### config.mk
export PLATFORM = sky130hd
export DESIGN_NAME = multicycle_controller_flat
export DESIGN_NICKNAME = d
export VERILOG_FILES = /design/src/rtl/multicycle_controller_pkg.sv /design/src/rtl/multicycle_controller_if.sv /design/src/rtl/multicycle_controller_decoder.sv /design/src/rtl/multicycle_controller.sv /design/src/flat_wrapper.sv
export SDC_FILE = /design/constraint.sdc
export NUM_CORES = 1
export LEC_CHECK = 0
export CORE_MARGIN = 1
export CORE_UTILIZATION = 49
export CTS_BUF_LIST = sky130_fd_sc_hd__clkbuf_8 sky130_fd_sc_hd__clkbuf_16
export CTS_CLUSTER_DIAMETER = 50
export CTS_CLUSTER_SIZE = 40
export DETAILED_ROUTE_END_ITERATION = 7
export GPL_ROUTABILITY_DRIVEN = 1
export GPL_TIMING_DRIVEN = 0
export PLACE_DENSITY = 0.81
export SYNTH_ARGS = -nofsm -noshare
export SYNTH_HDL_FRONTEND = slang
export SYNTH_SLANG_ARGS = --single-unit
### constraint.sdc
create_clock -name clk -period 2.6 [get_ports clk]
set_input_delay 0.39 -clock clk [delete_from_list [all_inputs] [get_ports clk]]
set_output_delay 0.39 -clock clk [all_outputs]
set_load 0.02 [all_outputs]
### src/rtl/multicycle_controller_pkg.sv
// Shared encodings for the multi-cycle RV32I controller.
// Opcodes, FSM states, datapath select codes, control bundle.
package riscv_ctrl_pkg;

  localparam logic [6:0] OP_R   = 7'b0110011;
  localparam logic [6:0] OP_I   = 7'b0010011;
  localparam logic [6:0] OP_LW  = 7'b0000011;
  localparam logic [6:0] OP_SW  = 7'b0100011;
  localparam logic [6:0] OP_BEQ = 7'b1100011;
  localparam logic [6:0] OP_JAL = 7'b1101111;

  localparam logic [1:0] SRCA_PC    = 2'b00;
  localparam logic [1:0] SRCA_OLDPC = 2'b01;
  localparam logic [1:0] SRCA_RS1   = 2'b10;

  localparam logic [1:0] SRCB_RS2  = 2'b00;
  localparam logic [1:0] SRCB_IMM  = 2'b01;
  localparam logic [1:0] SRCB_FOUR = 2'b10;

  localparam logic [1:0] RES_ALUOUT = 2'b00;
  localparam logic [1:0] RES_RDATA  = 2'b01;
  localparam logic [1:0] RES_ALU    = 2'b10;

  localparam logic [1:0] ALUOP_ADD   = 2'b00;
  localparam logic [1:0] ALUOP_SUB   = 2'b01;
  localparam logic [1:0] ALUOP_RTYPE = 2'b10;
  localparam logic [1:0] ALUOP_ITYPE = 2'b11;

  localparam logic [2:0] IMM_I = 3'b000;
  localparam logic [2:0] IMM_S = 3'b001;
  localparam logic [2:0] IMM_B = 3'b010;
  localparam logic [2:0] IMM_J = 3'b011;

  typedef enum logic [3:0] {
    S_FETCH,
    S_DECODE,
    S_MEMADR,
    S_MEMRD,
    S_MEMWB,
    S_MEMWR,
    S_EXECR,
    S_EXECI,
    S_ALUWB,
    S_BEQ,
    S_JAL,
    S_TRAP
  } state_t;

  typedef enum logic [2:0] {
    CL_R,
    CL_I,
    CL_LW,
    CL_SW,
    CL_BEQ,
    CL_JAL,
    CL_ILL
  } instr_class_t;

  typedef struct packed {
    logic       mem_read;
    logic       mem_write;
    logic       adr_src;
    logic       fetch;
    logic       jump;
    logic       branch;
    logic       reg_write;
    logic       illegal;
    logic [1:0] src_a;
    logic [1:0] src_b;
    logic [1:0] res;
    logic [1:0] op;
  } ctrl_t;

  function automatic ctrl_t ctrl_of(input state_t s);
    ctrl_t c;
    c = '0;
    case (s)
      S_FETCH: begin
        c.mem_read = 1'b1;
        c.fetch    = 1'b1;
        c.src_a    = SRCA_PC;
        c.src_b    = SRCB_FOUR;
        c.op       = ALUOP_ADD;
        c.res      = RES_ALU;
      end
      S_DECODE: begin
        c.src_a = SRCA_OLDPC;
        c.src_b = SRCB_IMM;
      end
      S_MEMADR: begin
        c.src_a = SRCA_RS1;
        c.src_b = SRCB_IMM;
      end
      S_MEMRD: begin
        c.mem_read = 1'b1;
        c.adr_src  = 1'b1;
      end
      S_MEMWB: begin
        c.res       = RES_RDATA;
        c.reg_write = 1'b1;
      end
      S_MEMWR: begin
        c.mem_write = 1'b1;
        c.adr_src   = 1'b1;
      end
      S_EXECR: begin
        c.src_a = SRCA_RS1;
        c.src_b = SRCB_RS2;
        c.op    = ALUOP_RTYPE;
      end
      S_EXECI: begin
        c.src_a = SRCA_RS1;
        c.src_b = SRCB_IMM;
        c.op    = ALUOP_ITYPE;
      end
      S_ALUWB: begin
        c.res       = RES_ALUOUT;
        c.reg_write = 1'b1;
      end
      S_BEQ: begin
        c.src_a  = SRCA_RS1;
        c.src_b  = SRCB_RS2;
        c.op     = ALUOP_SUB;
        c.branch = 1'b1;
      end
      S_JAL: begin
        c.src_a = SRCA_OLDPC;
        c.src_b = SRCB_FOUR;
        c.jump  = 1'b1;
      end
      S_TRAP: c.illegal = 1'b1;
      default: ;
    endcase
    return c;
  endfunction

endpackage

### src/rtl/multicycle_controller_if.sv
// Memory request/ready handshake between controller and memory.
// The controller is master; memory answers with mem_ready.
interface multicycle_controller_if;
  logic mem_read;
  logic mem_write;
  logic adr_src;
  logic mem_ready;

  modport master (
    output mem_read,
    output mem_write,
    output adr_src,
    input  mem_ready
  );

  modport slave (
    input  mem_read,
    input  mem_write,
    input  adr_src,
    output mem_ready
  );
endinterface

### src/rtl/multicycle_controller_decoder.sv
// Opcode to instruction class and immediate format.
// Purely combinational; unknown opcodes map to CL_ILL.
module instr_decoder
  import riscv_ctrl_pkg::*;
#(
  parameter int OPCODE_W = 7
) (
  input  logic [OPCODE_W-1:0] opcode,
  output instr_class_t        cls,
  output logic [2:0]          imm_src
);

  // One-hot opcode match into class and immediate format
  always_comb begin
    cls     = CL_ILL;
    imm_src = IMM_I;
    unique case (1'b1)
      (opcode == OPCODE_W'(OP_R)):   cls = CL_R;
      (opcode == OPCODE_W'(OP_I)):   cls = CL_I;
      (opcode == OPCODE_W'(OP_LW)):  cls = CL_LW;
      (opcode == OPCODE_W'(OP_SW)): begin
        cls     = CL_SW;
        imm_src = IMM_S;
      end
      (opcode == OPCODE_W'(OP_BEQ)): begin
        cls     = CL_BEQ;
        imm_src = IMM_B;
      end
      (opcode == OPCODE_W'(OP_JAL)): begin
        cls     = CL_JAL;
        imm_src = IMM_J;
      end
      default: ;
    endcase
  end

endmodule

### src/rtl/multicycle_controller.sv
// Multi-cycle main controller FSM for the RV32I core.
// Registered Moore outputs, wait-state memory, retire counter.
module multicycle_controller
  import riscv_ctrl_pkg::*;
#(
  parameter int OPCODE_W = 7,
  parameter int CNT_W    = 32,
  parameter int WAIT_EN  = 1
) (
  input  logic                    clk,
  input  logic                    rst_n,
  input  logic [OPCODE_W-1:0]     opcode,
  multicycle_controller_if.master mem,
  output logic                    ir_write,
  output logic                    pc_write,
  output logic                    branch,
  output logic                    reg_write,
  output logic [1:0]              alu_src_a,
  output logic [1:0]              alu_src_b,
  output logic [1:0]              result_src,
  output logic [1:0]              alu_op,
  output logic [2:0]              imm_src,
  output logic                    illegal_instr,
  output logic [CNT_W-1:0]        retired
);

  localparam bit WAIT = (WAIT_EN != 0);

  state_t       state;
  state_t       nxt;
  ctrl_t        ctrl_q;
  instr_class_t cls;
  logic         rdy;
  logic         retire;

  instr_decoder #(
    .OPCODE_W (OPCODE_W)
  ) u_dec (
    .opcode  (opcode),
    .cls     (cls),
    .imm_src (imm_src)
  );

  assign rdy = mem.mem_ready | ~WAIT;

  // Next-state selection from current state, class and ready
  always_comb begin
    nxt = S_FETCH;
    case (state)
      S_FETCH:  nxt = rdy ? S_DECODE : S_FETCH;
      S_DECODE: begin
        unique case (1'b1)
          (cls == CL_LW),
          (cls == CL_SW):  nxt = S_MEMADR;
          (cls == CL_R):   nxt = S_EXECR;
          (cls == CL_I):   nxt = S_EXECI;
          (cls == CL_BEQ): nxt = S_BEQ;
          (cls == CL_JAL): nxt = S_JAL;
          default:         nxt = S_TRAP;
        endcase
      end
      S_MEMADR: nxt = (cls == CL_LW) ? S_MEMRD : S_MEMWR;
      S_MEMRD:  nxt = rdy ? S_MEMWB : S_MEMRD;
      S_MEMWB:  nxt = S_FETCH;
      S_MEMWR:  nxt = rdy ? S_FETCH : S_MEMWR;
      S_EXECR:  nxt = S_ALUWB;
      S_EXECI:  nxt = S_ALUWB;
      S_ALUWB:  nxt = S_FETCH;
      S_BEQ:    nxt = S_FETCH;
      S_JAL:    nxt = S_ALUWB;
      S_TRAP:   nxt = S_FETCH;
      default:  nxt = S_FETCH;
    endcase
  end

  // State register with outputs pre-decoded for the next state
  always_ff @(posedge clk or negedge rst_n) begin
    if (!rst_n) begin
      state  <= S_FETCH;
      ctrl_q <= ctrl_of(S_FETCH);
    end else begin
      state  <= nxt;
      ctrl_q <= ctrl_of(nxt);
    end
  end

  assign retire = (state == S_MEMWB)
                | (state == S_ALUWB)
                | (state == S_BEQ)
                | ((state == S_MEMWR) & rdy);

  // Retired-instruction counter, wraps freely
  always_ff @(posedge clk or negedge rst_n) begin
    if (!rst_n) begin
      retired <= '0;
    end else if (retire) begin
      retired <= retired + 1'b1;
    end
  end

  assign mem.mem_read  = ctrl_q.mem_read;
  assign mem.mem_write = ctrl_q.mem_write;
  assign mem.adr_src   = ctrl_q.adr_src;
  assign ir_write      = ctrl_q.fetch & rdy;
  assign pc_write      = (ctrl_q.fetch & rdy) | ctrl_q.jump;
  assign branch        = ctrl_q.branch;
  assign reg_write     = ctrl_q.reg_write;
  assign alu_src_a     = ctrl_q.src_a;
  assign alu_src_b     = ctrl_q.src_b;
  assign result_src    = ctrl_q.res;
  assign alu_op        = ctrl_q.op;
  assign illegal_instr = ctrl_q.illegal;

endmodule

### src/flat_wrapper.sv
// flat-port wrapper written by rule: the top's interface ports become plain ports
module multicycle_controller_flat import riscv_ctrl_pkg::*;
#(
  parameter int OPCODE_W = 7,
  parameter int CNT_W    = 32,
  parameter int WAIT_EN  = 1
)
  (clk, rst_n, opcode, ir_write, pc_write, branch, reg_write, alu_src_a, alu_src_b, result_src, alu_op, imm_src, illegal_instr, retired, mem_mem_read, mem_mem_write, mem_adr_src, mem_mem_ready);
  multicycle_controller_if mem_i ();
  input  logic clk;
  input  logic rst_n;
  input  logic [OPCODE_W-1:0] opcode;
  output logic ir_write;
  output logic pc_write;
  output logic branch;
  output logic reg_write;
  output logic [1:0] alu_src_a;
  output logic [1:0] alu_src_b;
  output logic [1:0] result_src;
  output logic [1:0] alu_op;
  output logic [2:0] imm_src;
  output logic illegal_instr;
  output logic [CNT_W-1:0] retired;
  output wire logic [$bits(mem_i.mem_read)-1:0] mem_mem_read;
  output wire logic [$bits(mem_i.mem_write)-1:0] mem_mem_write;
  output wire logic [$bits(mem_i.adr_src)-1:0] mem_adr_src;
  input wire logic [$bits(mem_i.mem_ready)-1:0] mem_mem_ready;
  assign mem_mem_read = mem_i.mem_read;
  assign mem_mem_write = mem_i.mem_write;
  assign mem_adr_src = mem_i.adr_src;
  assign mem_i.mem_ready = mem_mem_ready;
  multicycle_controller #(.OPCODE_W(OPCODE_W), .CNT_W(CNT_W), .WAIT_EN(WAIT_EN)) u_core (.clk(clk), .rst_n(rst_n), .opcode(opcode), .mem(mem_i), .ir_write(ir_write), .pc_write(pc_write), .branch(branch), .reg_write(reg_write), .alu_src_a(alu_src_a), .alu_src_b(alu_src_b), .result_src(result_src), .alu_op(alu_op), .imm_src(imm_src), .illegal_instr(illegal_instr), .retired(retired));
endmodule
### After elaboration in Yosys (flattened, before gate mapping)

Index checks and enable logic that the tools add are counted.

* register bits after elaboration: 52
* bits of input ports: 10
* logic and storage cells: 82

* add/subtract/negate cells: 1
* equality and inequality tests: 32
* mux-type cells: 19
* bitwise gates (word level): 6
* reductions and logical operators: 10

Operators with widths (count)
* 4-bit case mux with 5 select lines: 2
* 32-bit by 1-bit adder with 32-bit output, second input constant: 1
* 4-bit by 3-bit equality test with 1-bit output, second input constant: 8
* 4-bit equality test, second input constant: 7
* 4-bit case mux with 6 select lines: 1
* 3-bit case mux with 6 select lines: 1
* 4-bit by 2-bit equality test with 1-bit output, second input constant: 4
* 7-bit by 6-bit equality test with 1-bit output, second input constant: 2
* 7-bit equality test, second input constant: 2
* 2-bit case mux with 3 select lines: 2
* 2-bit OR reduction: 6
* 1-bit two-way mux: 9
* 3-bit two-way mux: 3
* 4-bit by 1-bit equality test with 1-bit output, second input constant: 2
* 4-bit logical NOT: 2
* 7-bit by 2-bit equality test with 1-bit output, second input constant: 1
* 7-bit by 5-bit equality test with 1-bit output, second input constant: 1
* 3-bit by 2-bit equality test with 1-bit output, second input constant: 2
* 3-bit equality test, second input constant: 2
* 1-bit bitwise OR: 4
* 2-bit case mux with 2 select lines: 1
* 3-bit by 1-bit equality test with 1-bit output, second input constant: 1
* 3-bit logical NOT: 1
* 3-bit OR reduction: 1
* 1-bit AND: 2

### Logic depth before layout (Yosys ltp)

Gate-level depths: netlist of the first run.

* word-level depth: 9
* gate-level depth with buffers: 6
* mapped depth without buffers: 6

### Cells and area by module

From an unflattened synthesis of the first run, not the netlist that was laid out.

* cell total of the unflattened synthesis: 245
* area, all modules: 2548.7 µm²

Modules (own cells, without submodules)
* multicycle_controller: times used 1, cells each 228, area an instance 2433.6 µm²
* instr_decoder: times used 1, cells each 17, area an instance 115.1 µm²

### Worst setup path before layout of the first run

Ideal clock, no wire load.

* kind: register to register
* start point: register u_core.state[3]
* end point: register u_core.ctrl_q, in the netlist u_core.alu_src_b[0]
* data arrival time: 1758 ps
* data required time: 2468 ps
* slack: 710 ps
* stages on the path, launching flop included: 7
* period minus slack after synthesis: 1890 ps
* cells stage by stage: dfrtp_1 -> buf_6 -> or4b_4 -> or4_4 -> nand4_2 -> or2_4 -> o211ai_1

* word-level cells in the longest chain between the ends: 6
* elaborated cells between the ends (all ways): 20
* those cells by class: eq/ne: 13; mux: 2; reduce/logical: 5

RTL lines
* start, declared: line multicycle_controller.sv:29 `state_t state;`
* start signal, assigned: line multicycle_controller.sv:82 `state <= nxt;`
* 4-bit by 3-bit equality test with 1-bit output / 4-bit equality test (equally long branches): line multicycle_controller.sv:49 `case (state)`
* 3-bit OR reduction (no line)
* 4-bit case mux with 6 select lines *: line multicycle_controller.sv:49
* named net u_core.nxt[2]: line multicycle_controller.sv:30 `state_t nxt;`
* 4-bit by 3-bit equality test with 1-bit output (tied with other cells): line multicycle_controller_pkg.sv:77 `case (s)`
* 2-bit OR reduction (no line)
* 4-bit case mux with 5 select lines *: line multicycle_controller_pkg.sv:77
* end signal, assigned: line multicycle_controller.sv:80 `ctrl_q <= ctrl_of(S_FETCH);`
* end signal, assigned: line multicycle_controller.sv:83 `ctrl_q <= ctrl_of(nxt);`
* end, declared: line multicycle_controller.sv:31 `ctrl_t ctrl_q;`

Mark *: on every way through the listed nets, which the timed path passes. The rest lies on a longest branch.
A chain may end at the register's enable or synchronous reset.

### Worst setup path after layout of the first run

* start point: input mem_mem_ready
* end point: output pc_write

* word-level cells in the longest chain between the ends: 2

RTL lines
* start, declared: line flat_wrapper.sv:27 `input wire logic [$bits(mem_i.mem_ready)-1:0] mem_mem_ready;`
* 1-bit AND: line multicycle_controller.sv:105 `assign pc_write = (ctrl_q.fetch & rdy) | ctrl_q.jump;`
* 1-bit bitwise OR: line multicycle_controller.sv:105
* end, declared: line flat_wrapper.sv:14 `output logic pc_write;`

No other way between the ends.

==> results of run 1 <==
## critical path: cells and delay by family
family,cells,cell delay (ps)
buffers and inverters,3,1400
and+or+nand+nor,2,300
## routing by layer
metal	vias up	part of all wire (%)
met5	-	0
li1	948	-
met4	0	1.1
met2	56	50
met1	963	44
met3	7	4.3
## worst min-delay path by stage
stage / startpoint / end / slack [ps] / cells past startpoint
floorplan: rst_n / u_core.alu_op[0] / 90 / 0
global placement: u_core.retired[31] / u_core.retired[31] / 460 / 1
detailed placement: rst_n / u_core.retired[29] / 280 / 1
CTS: u_core.retired[31] / u_core.retired[31] / 470 / 1
global route: u_core.retired[31] / u_core.retired[31] / 500 / 1
finish: u_core.retired[31] / u_core.retired[31] / 470 / 1
## stage by stage
| step | setup TNS (ps) | total power, uW | setup WS, ps | hold slack [ps] | std cells |
|---|---|---|---|---|---|
| after floorplan | 0 | 1800 | 710 | 94.4 | 234 |
| after global placement | -15640 | 2170 | -328 | 457 | 360 |
| after detailed placement | 0 | 2210 | 11.5 | 280 | 361 |
| after CTS | 0 | 2660 | 97.5 | 473 | 370 |
| after global routing | 0 | 2790 | 26.3 | 498 | 370 |
| final | 0 | 2640 | 114 | 468 | 370 |
## cells in the mapped netlist, types with 2 or more instances
master    number
dfrtp_1       48
xnor2_1       23
nand2_1       17
nor2_1        14
nand3_1       11
nand4_1       10
buf_4          9
xor2_1         9
and3_1         8
a21oi_1        6
inv_1          6
and4_1         4
nand2b_1       4
and3b_1        3
buf_2          3
dfstp_2        3
nor3_1         3
nor3b_1        3
or3_1          3
and2_1         2
buf_6          2
nor2b_1        2
nor3_2         2
nor4b_1        2
o211ai_1       2
o21ai_1        2
or2_2          2
or4_1          2
or4_4          2
## final cells by class
class | count | area, sq um | share of cell area (%)
tap | 67 | 83.8 | 2.52
clock buffer | 5 | 68.8 | 2.07
timing repair buffer | 61 | 614 | 18.4
sequential | 51 | 1280 | 38.4
multi-input combinational | 162 | 1140 | 34.1
clock inverter | 3 | 16.3 | 0.488
buffer | 15 | 109 | 3.27
inverter | 6 | 22.5 | 0.676
## power by group through the flow
| stage | logic (uW) | clock network, uW | registers (uW) |
|---|---|---|---|
| after global placement | 1120 | 0 | 1050 |
| final | 1160 | 440 | 1040 |
| after CTS | 1160 | 451 | 1040 |
| after floorplan | 673 | 0 | 1130 |
| after detailed placement | 1150 | 0 | 1060 |
| after global routing | 1260 | 477 | 1060 |
## flip-flops by register name, summed over array words and instances (netlist names)
| name | flops |
|---|---|
| u_core.mem.mem_write | 1 |
| u_core.ctrl_q | 2 |
| u_core.alu_src_b | 2 |
| u_core.state | 4 |
| u_core.mem.adr_src | 1 |
| u_core.mem.mem_read | 1 |
| u_core.illegal_instr | 1 |
| u_core.alu_src_a | 2 |
| u_core.alu_op | 2 |
| u_core.branch | 1 |
| u_core.result_src | 1 |
| u_core.retired | 32 |
| u_core.reg_write | 1 |
## logic make-up after synthesis
family	synth area share, %
compound gates	6.33
xor+xnor	11.0
fa+ha+maj	0.491
buf+inv	5.15
flops	50.2
mux	0.442
other cells	0.147
simple gates	26.2
## what timing repair did
action	CTS	global route
setup buffers	0	0
hold buffers	1	0
endpoints found under the hold margin	10	0
endpoints found under the setup margin	1	0
gates resized for setup	1	0
==> flow_summary.ini, run 1 <==
[drt]
wire_per_inst_um = 13.7
drt-initial-drc-count = 68
drt_first_pass_iters = 4
vias_per_cell = 5.34
wl_mm = 5.06
drc = 0
antenna_left = 0
vias = 1974

[power_and_ir_drop]
power_density_nw_per_um2 = 792
intPower_uw = 1670
pwr-share-comb_pct = 43.9
p_sw_uw = 967
swShare_pct = 36.6
p_leak_uw = 0.00146
clkPwrFrac_pct = 16.7
seqPwrFrac_pct = 39.5
ir_worst_vdd_uv = 516

[logic_synthesis]
synth.largest_area_cell = dfrtp_1
synthTopCellsByArea = dfrtp_1 (47%), xnor2_1 (7.9%), dfstp_2 (3.1%), xor2_1 (3.1%), buf_4 (2.7%)
synth-seq-area-share_pct = 50.2
synth_edf_count = 0
synth_ff_type = dfrtp_1
yosys_warnings = 0
syn_nets = 245
synth-async-reset-ratio_pct = 100
syn_inst = 234
synth_top_area_share_pct = 47.1
synth_area_sq_um = 2550
synth_seq_cells = 51
yosysUniqueCellTypes = 56
synth_area_per_cell_sq_um = 10.9

[cts]
cts_buffer_depth = 2
cts_made_buffers = 5
cts.clk_slew.worst_paths_ps = 80
clk_latency_ps = 300
htree_num_levels = 2
cts_tree = yes
cts.sinks = 51
cts_root_buffer = clkbuf_8

[final_layout]
fillers = 384
finalInstanceArea_sq_um = 3330
nets = 313
final_cell_mix = clkdlybuf4s50_1 (57), dfrtp_1 (48), xnor2_1 (23)
area_delta_synth_final_pct = 30.7
layout_commonest_cell = clkdlybuf4s50_1
drive_gt1_share_pct = 13.9
diodes = 0
fin_util_pct = 68.7

[floorplan]
die_w_um = 74.1
coreArea_sq_um = 4850
die_height_um = 74.1
ios = 61
initial_core_util_pct = 52.6
fp-row-count = 25
dieArea_sq_um = 5490

[global_routing]
grtUsageMet1_pct = 26.8
busiest_layer = met2
grtUsageTotal_pct = 20.4
antenna_found_initial = 0
grt_pass1_wl_mm = 8.38
gr-total-overflow = 0
grt_start_max_net_pins = 42
grt_util_met2_pct = 32.6
grt_pass1_vias = 1804
grt_use_met3_pct = 5.15

[critical_path]
reg2reg_slack_ps = 560
path_cells = clkdlybuf4s50_1, clkbuf_1, and2_1, or2_2, clkdlybuf4s50_1
reg2regPathDepth = 6
cp.arrival_ps = 2100
cp_max_fo = 10
path_class = primary input to output port
worstPathRequired_ps = 2210
slowest_delay_ps = 590
critPathCaptureType = output port
cp-start-kind = primary input
rr_startpoint = u_core.state[3]
reg2reg_to = u_core.alu_src_b[0]
slowest_stage = clkdlybuf4s50_1
cpMostUsedCell = clkdlybuf4s50_1
worstSetupEndpoint = pc_write
setup.worst_path.start = mem_mem_ready

[timing]
final_hold_viol_count = 0
finalCritPeriodShare_pct = 95.6
setup_violations = 0
relSlewSlack_pct = 57.0
skew_ps = 3.60
rsz0062_at_grt = false
min_period_ps = 2490
tightest_slew_ps = 645
fmax_mhz = 402
finalMaxSlewViolations = 0

[placed_design]
dpl_cell_area_sq_um = 3240
port_buffers = 59
gp_congestion = 0.929
dp_hpwl_mm = 3.77

[worst_hold_path]
hold_path.class = register to register

[job]
maxCapViolCount = 0

[outcome]
status = complete, no violations
No activity file was read; power rests on OpenSTA's default activity.
==> run 2, diff against run 1 <==
--- a/config.mk
+++ b/config.mk
@@ -5,6 +5,7 @@
 export SDC_FILE = /design/constraint.sdc
 export NUM_CORES = 1
 export LEC_CHECK = 0
+export ABC_CLOCK_PERIOD_IN_PS = 2600
 export CORE_MARGIN = 1
 export CORE_UTILIZATION = 49
 export CTS_BUF_LIST = sky130_fd_sc_hd__clkbuf_8 sky130_fd_sc_hd__clkbuf_16
@@ -17,3 +18,4 @@
 export SYNTH_ARGS = -nofsm -noshare
 export SYNTH_HDL_FRONTEND = slang
 export SYNTH_SLANG_ARGS = --single-unit
+export TNS_END_PERCENT = 10
==> results of run 2 <==
Final layout, timing and power as in run 1 (identical DEF).
